$ cat config.mk
export PLATFORM = sky130hd
export DESIGN_NAME = tremolo_mod_flat
export DESIGN_NICKNAME = d
export VERILOG_FILES = /design/src/rtl/tremolo_mod_pkg.sv /design/src/rtl/tremolo_mod_if.sv /design/src/rtl/tremolo_mod_rate_div.sv /design/src/rtl/tremolo_mod.sv /design/src/flat_wrapper.sv
export SDC_FILE = /design/constraint.sdc
export NUM_CORES = 1
export LEC_CHECK = 0
export CORE_UTILIZATION = 55
export CTS_CLUSTER_SIZE = 28
export DETAILED_ROUTE_END_ITERATION = 7
export HOLD_SLACK_MARGIN = 0.06
export PLACE_DENSITY = 0.79
export SLEW_MARGIN = 40
export SYNTH_ARGS = -nofsm -noshare
export SYNTH_HDL_FRONTEND = slang
export SYNTH_HIERARCHICAL = 1
export SYNTH_SLANG_ARGS = --single-unit
$ cat constraint.sdc
create_clock -name clk -period 10.7 [get_ports clk]
set_clock_uncertainty 0.15 [all_clocks]
set_input_delay 1.07 -clock clk [delete_from_list [all_inputs] [get_ports clk]]
set_output_delay 1.07 -clock clk [all_outputs]
set_load 0.005 [all_outputs]
$ cat src/rtl/tremolo_mod_pkg.sv
// Shared widths and helpers for the tremolo stage and its rate divider.
// The LFO full-scale value is all ones at the LFO width.
package tremolo_mod_pkg;

  localparam int unsigned DefW  = 24;
  localparam int unsigned DefN  = 8;
  localparam int unsigned DefRw = 16;

  localparam logic [DefN-1:0] LfoMaxDef = {DefN{1'b1}};

  typedef logic [DefN-1:0] gain_t;

  // A rate of zero behaves exactly like a rate of one.
  function automatic logic [DefRw-1:0] rate_eff(input logic [DefRw-1:0] rate);
    return (rate == '0) ? DefRw'(1) : rate;
  endfunction

endpackage

$ cat src/rtl/tremolo_mod_if.sv
// Sample-stream and control bundle between the tremolo stage and its neighbours.
// The master side drives samples and controls; the slave side is the effect.
interface tremolo_mod_if
  import tremolo_mod_pkg::*;
#(
  parameter int unsigned W  = DefW,
  parameter int unsigned N  = DefN,
  parameter int unsigned RW = DefRw
) ();

  logic          en;
  logic          s_valid;
  logic [W-1:0]  s_data;
  logic [N-1:0]  lfo;
  logic [N-1:0]  depth;
  logic [RW-1:0] rate;
  logic          lfo_nxt;
  logic          m_valid;
  logic [W-1:0]  m_data;

  modport master (
    output en, s_valid, s_data, lfo, depth, rate,
    input  lfo_nxt, m_valid, m_data
  );

  modport slave (
    input  en, s_valid, s_data, lfo, depth, rate,
    output lfo_nxt, m_valid, m_data
  );

endinterface

$ cat src/rtl/tremolo_mod_rate_div.sv
// Counts accepted samples and emits a one-cycle LFO advance pulse every `rate` samples.
// Held cleared while the effect is disabled.
module tremolo_mod_rate_div #(
  parameter int unsigned RW = 16
) (
  input  logic          clk_i,
  input  logic          rst_i,
  input  logic          en_i,
  input  logic          tick_i,
  input  logic [RW-1:0] rate_i,
  output logic          lfo_nxt_o
);

  logic [RW-1:0] cnt_q, cnt_d;
  logic          nxt_q, nxt_d;
  logic [RW-1:0] rate_eff;
  logic [RW:0]   cnt_inc;

  always_comb begin
    rate_eff = (rate_i == '0) ? RW'(1) : rate_i;
    cnt_inc  = {1'b0, cnt_q} + (RW + 1)'(1);
    cnt_d    = cnt_q;
    nxt_d    = 1'b0;
    if (!en_i) begin
      cnt_d = '0;
    end else if (tick_i) begin
      // >= rather than == so a rate lowered below the count fires on the next sample.
      if (cnt_inc >= {1'b0, rate_eff}) begin
        nxt_d = 1'b1;
        cnt_d = '0;
      end else begin
        cnt_d = cnt_q + RW'(1);
      end
    end
  end

  always_ff @(posedge clk_i) begin
    if (rst_i) begin
      cnt_q <= '0;
      nxt_q <= 1'b0;
    end else begin
      cnt_q <= cnt_d;
      nxt_q <= nxt_d;
    end
  end

  assign lfo_nxt_o = nxt_q;

endmodule

$ cat src/rtl/tremolo_mod.sv
// Tremolo: three-stage gain pipeline driven by a triangle LFO and a depth control,
// with a bit-exact bypass of equal latency and the LFO advance divider.
module tremolo_mod
  import tremolo_mod_pkg::*;
#(
  parameter int unsigned W  = DefW,
  parameter int unsigned N  = DefN,
  parameter int unsigned RW = DefRw
) (
  input logic         clk,
  input logic         rst,
  tremolo_mod_if.slave bus_io
);

  localparam logic [N-1:0] LfoMax = {N{1'b1}};
  localparam int unsigned  PW     = W + N + 1;

  // Stage 1: sample capture and depth * (MAX - lfo).
  logic           v1_q, v1_d;
  logic           en1_q, en1_d;
  logic [W-1:0]   x1_q, x1_d;
  logic [2*N-1:0] p1_q, p1_d;
  logic [N-1:0]   lfo_inv;

  // Stage 2: gain.
  logic           v2_q, v2_d;
  logic           en2_q, en2_d;
  logic [W-1:0]   x2_q, x2_d;
  logic [N-1:0]   g2_q, g2_d;

  // Stage 3: output register.
  logic           mv_q, mv_d;
  logic [W-1:0]   md_q, md_d;
  logic signed [PW-1:0] prod;
  logic [W-1:0]   y;

  always_comb begin
    lfo_inv = LfoMax - bus_io.lfo;
    v1_d    = bus_io.s_valid;
    en1_d   = en1_q;
    x1_d    = x1_q;
    p1_d    = p1_q;
    if (bus_io.s_valid) begin
      en1_d = bus_io.en;
      x1_d  = bus_io.s_data;
      p1_d  = {{N{1'b0}}, bus_io.depth} * {{N{1'b0}}, lfo_inv};
    end
  end

  always_comb begin
    v2_d  = v1_q;
    en2_d = en2_q;
    x2_d  = x2_q;
    g2_d  = g2_q;
    if (v1_q) begin
      en2_d = en1_q;
      x2_d  = x1_q;
      g2_d  = LfoMax - N'(p1_q >> N);
    end
  end

  always_comb begin
    // Gain is at most MAX/2^N < 1, so the shifted product always fits in W bits.
    prod = PW'($signed(x2_q)) * PW'($signed({1'b0, g2_q}));
    y    = W'(prod >>> N);
    mv_d = v2_q;
    md_d = md_q;
    if (v2_q) begin
      md_d = en2_q ? y : x2_q;
    end
  end

  always_ff @(posedge clk) begin
    if (rst) begin
      v1_q  <= 1'b0;
      en1_q <= 1'b0;
      x1_q  <= '0;
      p1_q  <= '0;
      v2_q  <= 1'b0;
      en2_q <= 1'b0;
      x2_q  <= '0;
      g2_q  <= '0;
      mv_q  <= 1'b0;
      md_q  <= '0;
    end else begin
      v1_q  <= v1_d;
      en1_q <= en1_d;
      x1_q  <= x1_d;
      p1_q  <= p1_d;
      v2_q  <= v2_d;
      en2_q <= en2_d;
      x2_q  <= x2_d;
      g2_q  <= g2_d;
      mv_q  <= mv_d;
      md_q  <= md_d;
    end
  end

  assign bus_io.m_valid = mv_q;
  assign bus_io.m_data  = md_q;

  tremolo_mod_rate_div #(
    .RW(RW)
  ) u_rate_div (
    .clk_i     (clk),
    .rst_i     (rst),
    .en_i      (bus_io.en),
    .tick_i    (bus_io.s_valid),
    .rate_i    (bus_io.rate),
    .lfo_nxt_o (bus_io.lfo_nxt)
  );

endmodule

$ cat src/flat_wrapper.sv
// flat-port wrapper written by rule: the top's interface ports become plain ports
module tremolo_mod_flat import tremolo_mod_pkg::*;
#(
  parameter int unsigned W  = DefW,
  parameter int unsigned N  = DefN,
  parameter int unsigned RW = DefRw
)
  (clk, rst, bus_io_en, bus_io_s_valid, bus_io_s_data, bus_io_lfo, bus_io_depth, bus_io_rate, bus_io_lfo_nxt, bus_io_m_valid, bus_io_m_data);
  tremolo_mod_if #(.W(W), .N(N), .RW(RW)) bus_io_i ();
  input logic clk;
  input logic rst;
  input wire logic [$bits(bus_io_i.en)-1:0] bus_io_en;
  input wire logic [$bits(bus_io_i.s_valid)-1:0] bus_io_s_valid;
  input wire logic [$bits(bus_io_i.s_data)-1:0] bus_io_s_data;
  input wire logic [$bits(bus_io_i.lfo)-1:0] bus_io_lfo;
  input wire logic [$bits(bus_io_i.depth)-1:0] bus_io_depth;
  input wire logic [$bits(bus_io_i.rate)-1:0] bus_io_rate;
  output wire logic [$bits(bus_io_i.lfo_nxt)-1:0] bus_io_lfo_nxt;
  output wire logic [$bits(bus_io_i.m_valid)-1:0] bus_io_m_valid;
  output wire logic [$bits(bus_io_i.m_data)-1:0] bus_io_m_data;
  assign bus_io_i.en = bus_io_en;
  assign bus_io_i.s_valid = bus_io_s_valid;
  assign bus_io_i.s_data = bus_io_s_data;
  assign bus_io_i.lfo = bus_io_lfo;
  assign bus_io_i.depth = bus_io_depth;
  assign bus_io_i.rate = bus_io_rate;
  assign bus_io_lfo_nxt = bus_io_i.lfo_nxt;
  assign bus_io_m_valid = bus_io_i.m_valid;
  assign bus_io_m_data = bus_io_i.m_data;
  tremolo_mod #(.W(W), .N(N), .RW(RW)) u_core (.clk(clk), .rst(rst), .bus_io(bus_io_i));
endmodule
-- Word-level counts from Yosys, hierarchy flattened
Cells that the tools add are included.
- register bits after elaboration: 118
- bits in latches: 0
- bits in writable memories: 0
- ROM bits: 0
- output and inout port bits: 26
- word-level logic and storage cells: 28
- memories kept: 0
- $add $sub $neg: 4
- multiply operators: 2
- divide/modulo/power cells: 0
- magnitude comparators: 1
- equality and inequality tests: 0
- shift operators: 0
- mux-type cells: 4
- bitwise operators: 2
- reductions and logical operators: 3
- operators with widths (kind ; count):
    $mul 24x9->32 ; 1
    $mux 16 ; 2
    $mux 24 ; 1
    $add 16x1->17 const B ; 1
    $ge 17x16->1 ; 1
    $add 16x1->16 const B ; 1
    $logic_not 16->1 ; 1
    $mul 8x8->16 ; 1
    $sub 8x8->8 const A ; 2
    $reduce_or 3->1 ; 1
    $not 1->1 ; 2
    $reduce_or 2->1 ; 1
    $mux 1 ; 1

-- Longest topological paths before layout
Gate-level depths: netlist (run 1).
- depth in word-level cells: 4
- depth in mapped cells: 19
- gate-level depth less buffers: 18

-- Cells and area by module
Netlist (run 1), hierarchy kept.
- modules (own cells, without submodules) (module ; instances ; cells each ; area each (um2)):
    tremolo_mod ; 1 ; 1359 ; 11912.7
    tremolo_mod_rate_div ; 1 ; 164 ; 1342.5

-- Worst setup path after synthesis (run 1)
OpenSTA, ideal clock, no wires.
- kind: input -> register
- start: input port bus_io_lfo[3]
- end: register u_core.p1_q[15]
- setup time: 146 ps
- arrival time: 4909 ps
- required time: 10404 ps
- path slack: 5495 ps
- cell stages on the path: 16
- buffers on the path: 0
- cells stage by stage: nand2b_1 > fa_1 > fa_1 > inv_1 > fa_1 > inv_1 > fa_1 > inv_1 > ha_1 > and2_1 > o21ai_0 > o211ai_1 > and3_1 > nor3_2 > mux2i_1 > a211oi_1
- cells in the longest elaborated chain, start to end: 2
- RTL lines (item ; line ; RTL):
    start, declared ; flat_wrapper.sv:15 ; input wire logic [$bits(bus_io_i.lfo)-1:0] bus_io_lfo;
    $sub 8x8->8 ; tremolo_mod.sv:38 ; lfo_inv = LfoMax - bus_io.lfo;
    $mul 8x8->16 ; tremolo_mod.sv:46 ; p1_d = {{N{1'b0}}, bus_io.depth} * {{N{1'b0}}, lfo_inv};
    end signal, assigned ; tremolo_mod.sv:89 ; p1_q <= p1_d;
    end, declared ; tremolo_mod.sv:22 ; logic [2*N-1:0] p1_q, p1_d;
Every way passes these cells.
A chain may end at the register's enable or synchronous reset.

-- Worst setup path after layout (run 1)
- start: register u_core.g2_q[4]
- end: register u_core.md_q[23], in the netlist u_core/bus_io.m_data[23]
- cells in the longest elaborated chain, start to end: 2
- RTL lines (item ; line ; RTL):
    start, declared ; tremolo_mod.sv:29 ; logic [N-1:0] g2_q, g2_d;
    start signal, assigned ; tremolo_mod.sv:93 ; g2_q <= g2_d;
    $mul 24x9->32 ; tremolo_mod.sv:64 ; prod = PW'($signed(x2_q)) * PW'($signed({1'b0, g2_q}));
    $mux 24 ; tremolo_mod.sv:69 ; md_d = en2_q ? y : x2_q;
    end signal, assigned ; tremolo_mod.sv:95 ; md_q <= md_d;
    end, declared ; tremolo_mod.sv:33 ; logic [W-1:0] md_q, md_d;
Every way passes these cells.

==> results.yml, run 1 <==
timing:
  post-route-period-util: 0.5458
  fin_crit_ns: 5.840
  finalMaxSlewViolations: 0
  hold_violations: 0
  slew_headroom: 0.4951
  fin_tns_setup_ns: 0
  max_freq_mhz: 171.2
  tightestPinTransition_ns: 0.7565
  setup_violations: 0
  rsz0062_at_grt: "false"
synth:
  avgSynthCellArea_um2: 8.703
  synth_top_area_frac: 0.2749
  ys_async_sr_fraction: 0
  syn_area_um2: 13260
  yosys_warnings: 6
  synth.distinct_cells: 66
  synth.most_common_cell: "inv_1"
  synthCells: 1523
  synthTopCellsByArea: "fa_1 27%, dfxtp_1 17%, ha_1 10%"
  synth_commonest_cells: "283 x inv_1, 182 x fa_1, 130 x nand2_1"
  synth.net_count: 1874
  synth_top_area_cell: "fa_1"
  ys_seq_elements: 110
  synth_edf_count: 0
  yosysSeqAreaShare: 0.1661
  synthFlopType: "dfxtp_1"
routing:
  firstDrtPassIters: 5
  vias: 10226
  drtAntennaViolNets: 0
  drcViolationCount: 0
  wirelength_um: 29700
  wl_per_cell_um: 15.80
  drt_iter0_drc: 588
  viasPerCell: 5.439
setup_path:
  critical_path_class: "reg2reg"
  cp-endpoint: "u_core/bus_io.m_data[23]"
  reg2reg_from: "u_core/g2_q[4]"
  crit_start: "u_core/g2_q[4]"
  worstPathRequired_ns: 10.85
  cp.arrival_ns: 5.99
  endpoint_kind: "register"
  cp-start-kind: "register"
  r2r_end: "u_core/bus_io.m_data[23]"
  reg2regPathDepth: 17
  r2r_slack_ns: 4.86
  path_max_fanout: 15
placed_design:
  hpwl_um: 22540
  numPortBuffers: 85
  dp.cells: 1863
  place.gp.congestion: 0.8866
cells_and_area:
  drive_gt1_frac: 0.03652
  fill_cells: 2001
  multi_input_area_um2: 9717
  register_area_um2: 2212
  area_growth_pct: 10.33
  final-instance-count-excl-fill: 1880
  layout.nets: 1907
  n_antenna_cell: 0
hold_path:
  min_path_type: "reg2reg"
  hp-start: "u_core/p1_q[15]"
cts:
  postCtsSetupBuffers: 0
  post_cts_resize_count: 0
  ctsRootBufferMaster: "clkbuf_16"
  h-tree-depth: 3
  path_clk_slew_ns: 0.08
  cts_made_buffers: 9
  cts.sinks: 110
  clockBufferDepth: 2
  cts_tree: "built"
  clock_latency_ns: 0.36
  hold_buffers: 0
floorplan:
  std_cell_rows: 56
  die_w_um: 157.2
  start_util: 0.5630
  dieArea_um2: 24720
  core_area_um2: 23540
  die_height_um: 157.2
  io_pins: 86
global_routing:
  grt_usage: 0.2605
  grt_pass1_wl_um: 50920
  antenna_found_initial: 0
  grt_start_max_net_pins: 81
  grt_pass1_vias: 10764
  overflow: 0
pwr:
  swShare: 0.3470
  pwr-share-seq: 0.385
  cellInternalPower_uw: 808.9
  power_switching_uw: 429.8
  power_frac_comb: 0.323
  peakVddDrop_v: 0.00007729
  power_leakage_uw: 0.007233
  clkPwrFrac: 0.292
  p_per_area_nw_per_um2: 84.70
run_status:
  status: "complete, no violations"
flow_run:
  max-cap-violations: 0
## cells by family (layout without fill, tap and decap cells)
kind of cell    count (synthesis)  in the layout  synth area share
buf+inv                       355            393            0.1014
compound gates                152            152           0.08080
flops                         110            110            0.1661
fa+ha+maj                     291            291            0.3778
simple gates                  507            507            0.1955
xor+xnor                       35             35           0.02313
mux                            73             73           0.05531
## power by group through the flow
stage / sequential [uW] / combinational, uW / clock (uW)
final: 477 / 401 / 361
after global routing: 481 / 461 / 388
after CTS: 476 / 401 / 370
after detailed placement: 485 / 397 / 0
after global placement: 484 / 388 / 0
after floorplan: 455 / 311 / 0
## sequential cells by signal (all words and copies together), names as in the netlist
name / cells
u_core/bus_io.m_data: 24
u_core/bus_io.m_valid: 1
u_core/en1_q: 1
u_core/en2_q: 1
u_core/g2_q: 8
u_core/mv_d: 1
u_core/p1_q: 8
u_core/u_rate_div/cnt_q: 16
u_core/u_rate_div/lfo_nxt_o: 1
u_core/v1_q: 1
u_core/x1_q: 24
u_core/x2_q: 24
## per-stage QoR
stage / power (uW) / area, um^2 / hold WS, ns / utilization / worst slack [ns]
floorplan: 766.0 / 13260 / 0.2651 / - / 5.495
global placement: 872.0 / 14270 / 0.2943 / 0.6063 / 4.664
detailed placement: 882.0 / 14280 / 0.3055 / 0.6066 / 4.584
CTS: 1246 / 14590 / 0.3266 / 0.6199 / 4.697
global route: 1330 / 14620 / 0.3418 / 0.6212 / 4.677
finish: 1239 / 14620 / 0.3102 / 0.6212 / 4.860
## layout by cell type (no fill, tap or decap), types with 24 or more instances in the layout
| cell type | n |
|---|---|
| a21oi_1 | 39 |
| and2_1 | 100 |
| clkdlybuf4s50_1 | 83 |
| dfxtp_1 | 104 |
| fa_1 | 182 |
| ha_1 | 109 |
| inv_1 | 283 |
| mux2i_1 | 71 |
| nand2_1 | 130 |
| nand2b_1 | 37 |
| nor2_1 | 112 |
| nor2b_1 | 40 |
| xnor2_1 | 24 |
## final cells by class
type                       instances  area share
clock buffer                       9     0.01540
tap                              319     0.02729
clock inverter                     7    0.006075
inverter                         284     0.07290
sequential                       110      0.1513
multi-input combinational       1058      0.6644
timing repair buffer              93     0.06263
## critical path, stage by stage (launching register included)
cell and delay [ns]:
dfxtp_1 0.64, buf_4 0.31, and2_1 0.17, fa_1 0.44
fa_1 0.50, fa_1 0.56, inv_1 0.06, fa_1 0.53
inv_1 0.04, ha_1 0.39, a21o_1 0.19, a21o_1 0.16
a21o_1 0.20, nand4b_1 0.37, a21oi_2 0.33, o21ai_1 0.14
or4_1 0.51, nand3_1 0.08
## how the worst min path moves through the flow
stage                           to  slack (ns)  depth (start not counted)
finish              u_core/g2_q[7]        0.31                          1
global route        u_core/g2_q[7]        0.34                          1
CTS                 u_core/g2_q[7]        0.33                          1
detailed placement  u_core/g2_q[7]        0.31                          1
global placement    u_core/g2_q[7]        0.29                          1
floorplan           u_core/g2_q[7]        0.27                          1
## layer usage
layer | up-vias | share of wire | routed length, um | global-route usage
met4 | 0 | 0.024 | 702 | 0.08553
met5 | - | 0 | 0 | 0
met2 | 287 | 0.51 | 15020 | 0.4686
li1 | 4850 | - | - | -
met1 | 5042 | 0.42 | 12380 | 0.3213
met3 | 47 | 0.054 | 1596 | 0.03359
No activity file was read; power rests on OpenSTA's default activity.
==> run 2: changes to the inputs <==
Settings changed: PLACE_DENSITY 0.79 to 0.82.
Clock period 10.7 ns to 4.9 ns, I/O delays scaled along.
==> results.yml, run 2 (synthesis gave the netlist of run 1 again) <==
floorplan:
  die_w_um: 157.2
  dieArea_um2: 24720
  die_height_um: 157.2
  core_area_um2: 23540
  std_cell_rows: 56
  io_pins: 86
  start_util: 0.5630
cts:
  clockBufferDepth: 2
  cts_tree: "built"
  h-tree-depth: 3
  cts_made_buffers: 9
  ctsRootBufferMaster: "clkbuf_16"
  clock_latency_ns: 0.37
  path_clk_slew_ns: 0.09
  cts.sinks: 110
  hold_buffers: 0
routing:
  drtAntennaViolNets: 0
  vias: 11599
  drt_iter0_drc: 661
  wl_per_cell_um: 17.58
  firstDrtPassIters: 5
  wirelength_um: 36460
  viasPerCell: 5.593
  drcViolationCount: 0
timing:
  slew_headroom: 0.4549
  hold_violations: 0
  max_freq_mhz: 195.4
  rsz0062_at_grt: "true"
  fin_tns_setup_ns: -0.7608
  setup_violations: 10
  fin_crit_ns: 5.118
  tightestPinTransition_ns: 0.8146
  post-route-period-util: 1.045
  finalMaxSlewViolations: 0
  fin_ws_ns: -0.2185
setup_path:
  worstPathRequired_ns: 5.00
  critical_path_class: "reg2reg"
  max_stage_delay_ns: 0.57
  critical_path_buf_inv_count: 6
  path_max_fanout: 4
  cp_top_family: "adder cells"
  cp_slowest_cell: "fa_1"
  cp.arrival_ns: 5.22
  endpoint_kind: "register"
  crit_path_cell_trace: "buf_6 -> buf_4 -> nand2_1 -> fa_1 -> inv_1 -> fa_1 -> fa_1 -> inv_1 -> fa_2 -> inv_1 -> ha_4 -> and4_4 -> o311ai_4 -> buf_6 -> a211oi_2 -> or4_1 -> a311oi_1 -> nor3_1"
  cp-start-kind: "register"
global_routing:
  antenna_found_initial: 0
  grt_start_max_net_pins: 73
  grt_pass1_wl_um: 57170
  overflow: 0
  grt_pass1_vias: 12555
  grt_usage: 0.2942
hold_path:
  min_path_type: "reg2reg"
placed_design:
  dp_slack_ns: -0.4345
  hpwl_um: 25430
  numPortBuffers: 85
  place.gp.congestion: 0.8515
cells_and_area:
  layout.nets: 2101
  register_area_um2: 2253
  final_cell_mix: "253 x inv_1, 173 x fa_1, 166 x buf_4"
  drive_gt1_frac: 0.2342
  fill_cells: 1601
  multi_input_area_um2: 10440
  layout_commonest_cell: "inv_1"
  n_antenna_cell: 0
  area_growth_pct: 28.29
pwr:
  p_per_area_nw_per_um2: 174.7
  power_leakage_uw: 0.008300
  peakVddDrop_v: 0.0002010
run_status:
  violations: "setup timing"
  status: "finished with violations"
flow_run:
  max-cap-violations: 0
[run 2: changes by cell type in the layout (fill, tap and decap cells not counted), sizes merged]
cell    change
bufinv      -1
clkinv      +1
bufbuf      +1
buf       +193
[run 2: final cells by class]
cell class / count / area share
Sequential cell: 110 / 0.1325
Tap cell: 319 / 0.02347
Clock buffer: 9 / 0.01324
Clock inverter: 7 / 0.004268
Timing Repair Buffer: 287 / 0.1499
Inverter: 284 / 0.06269
Multi-Input combinational cell: 1058 / 0.6139
[run 2: what timing repair did]
item | 4_1_cts | 5_1_grt
cloned | 1 | 1
pin swaps | 93 | 95
resized for setup | 113 | 122
hold endpoints to repair | 0 | 0
setup endpoints to repair | 19 | 22
setup buffers | 30 | 20
[run 2: worst paths after layout]
path / startpoint / endpoint / slack, ns / depth (start not counted)
setup / recovery: u_core/x2_q[7] / u_core/bus_io.m_data[16] / -0.22 / 18
hold / removal: u_core/p1_q[13] / u_core/p1_q[13] / 0.32 / 2
setup reg to reg: u_core/x2_q[7] / u_core/bus_io.m_data[16] / -0.22 / 18
hold reg to reg: u_core/p1_q[13] / u_core/p1_q[13] / 0.32 / 2
[run 2: layer usage]
layer,share of wire,vias up,GRT usage
li1,-,5246,-
met2,0.53,470,0.5472
met5,0,-,0
met3,0.049,185,0.04488
met1,0.36,5698,0.3179
met4,0.059,0,0.1618
[run 2: per-stage QoR]
stage	instances	hold slack, ns	util	total power (uW)	area, um^2
after floorplan	1523	0.2651	-	1683	13340
after detailed placement	2008	0.2832	0.6557	2063	15440
after global routing	2074	0.3293	0.7223	3157	17010
final	2074	0.3230	0.7223	2970	17010
after global placement	2008	0.2873	0.6555	2019	15430
after CTS	2055	0.2829	0.6978	2886	16430
[run 2: worst reg2reg max path: cells and delay by family (launching register included)]
kind,cells,cell delay [ns]
adder cells (fa/ha/maj),5,2.35
AND/OR/NAND/NOR,4,0.82
AO/OA/AOI/OAI,3,0.70
buffers and inverters,6,0.57
flip-flops,1,0.39
[run 2: power breakdown]
part,internal [uW],total [uW],switching [uW]
registers,951,1010,63.1
clock network,364,778,414
logic,584,1180,595
total,1900,2970,1070
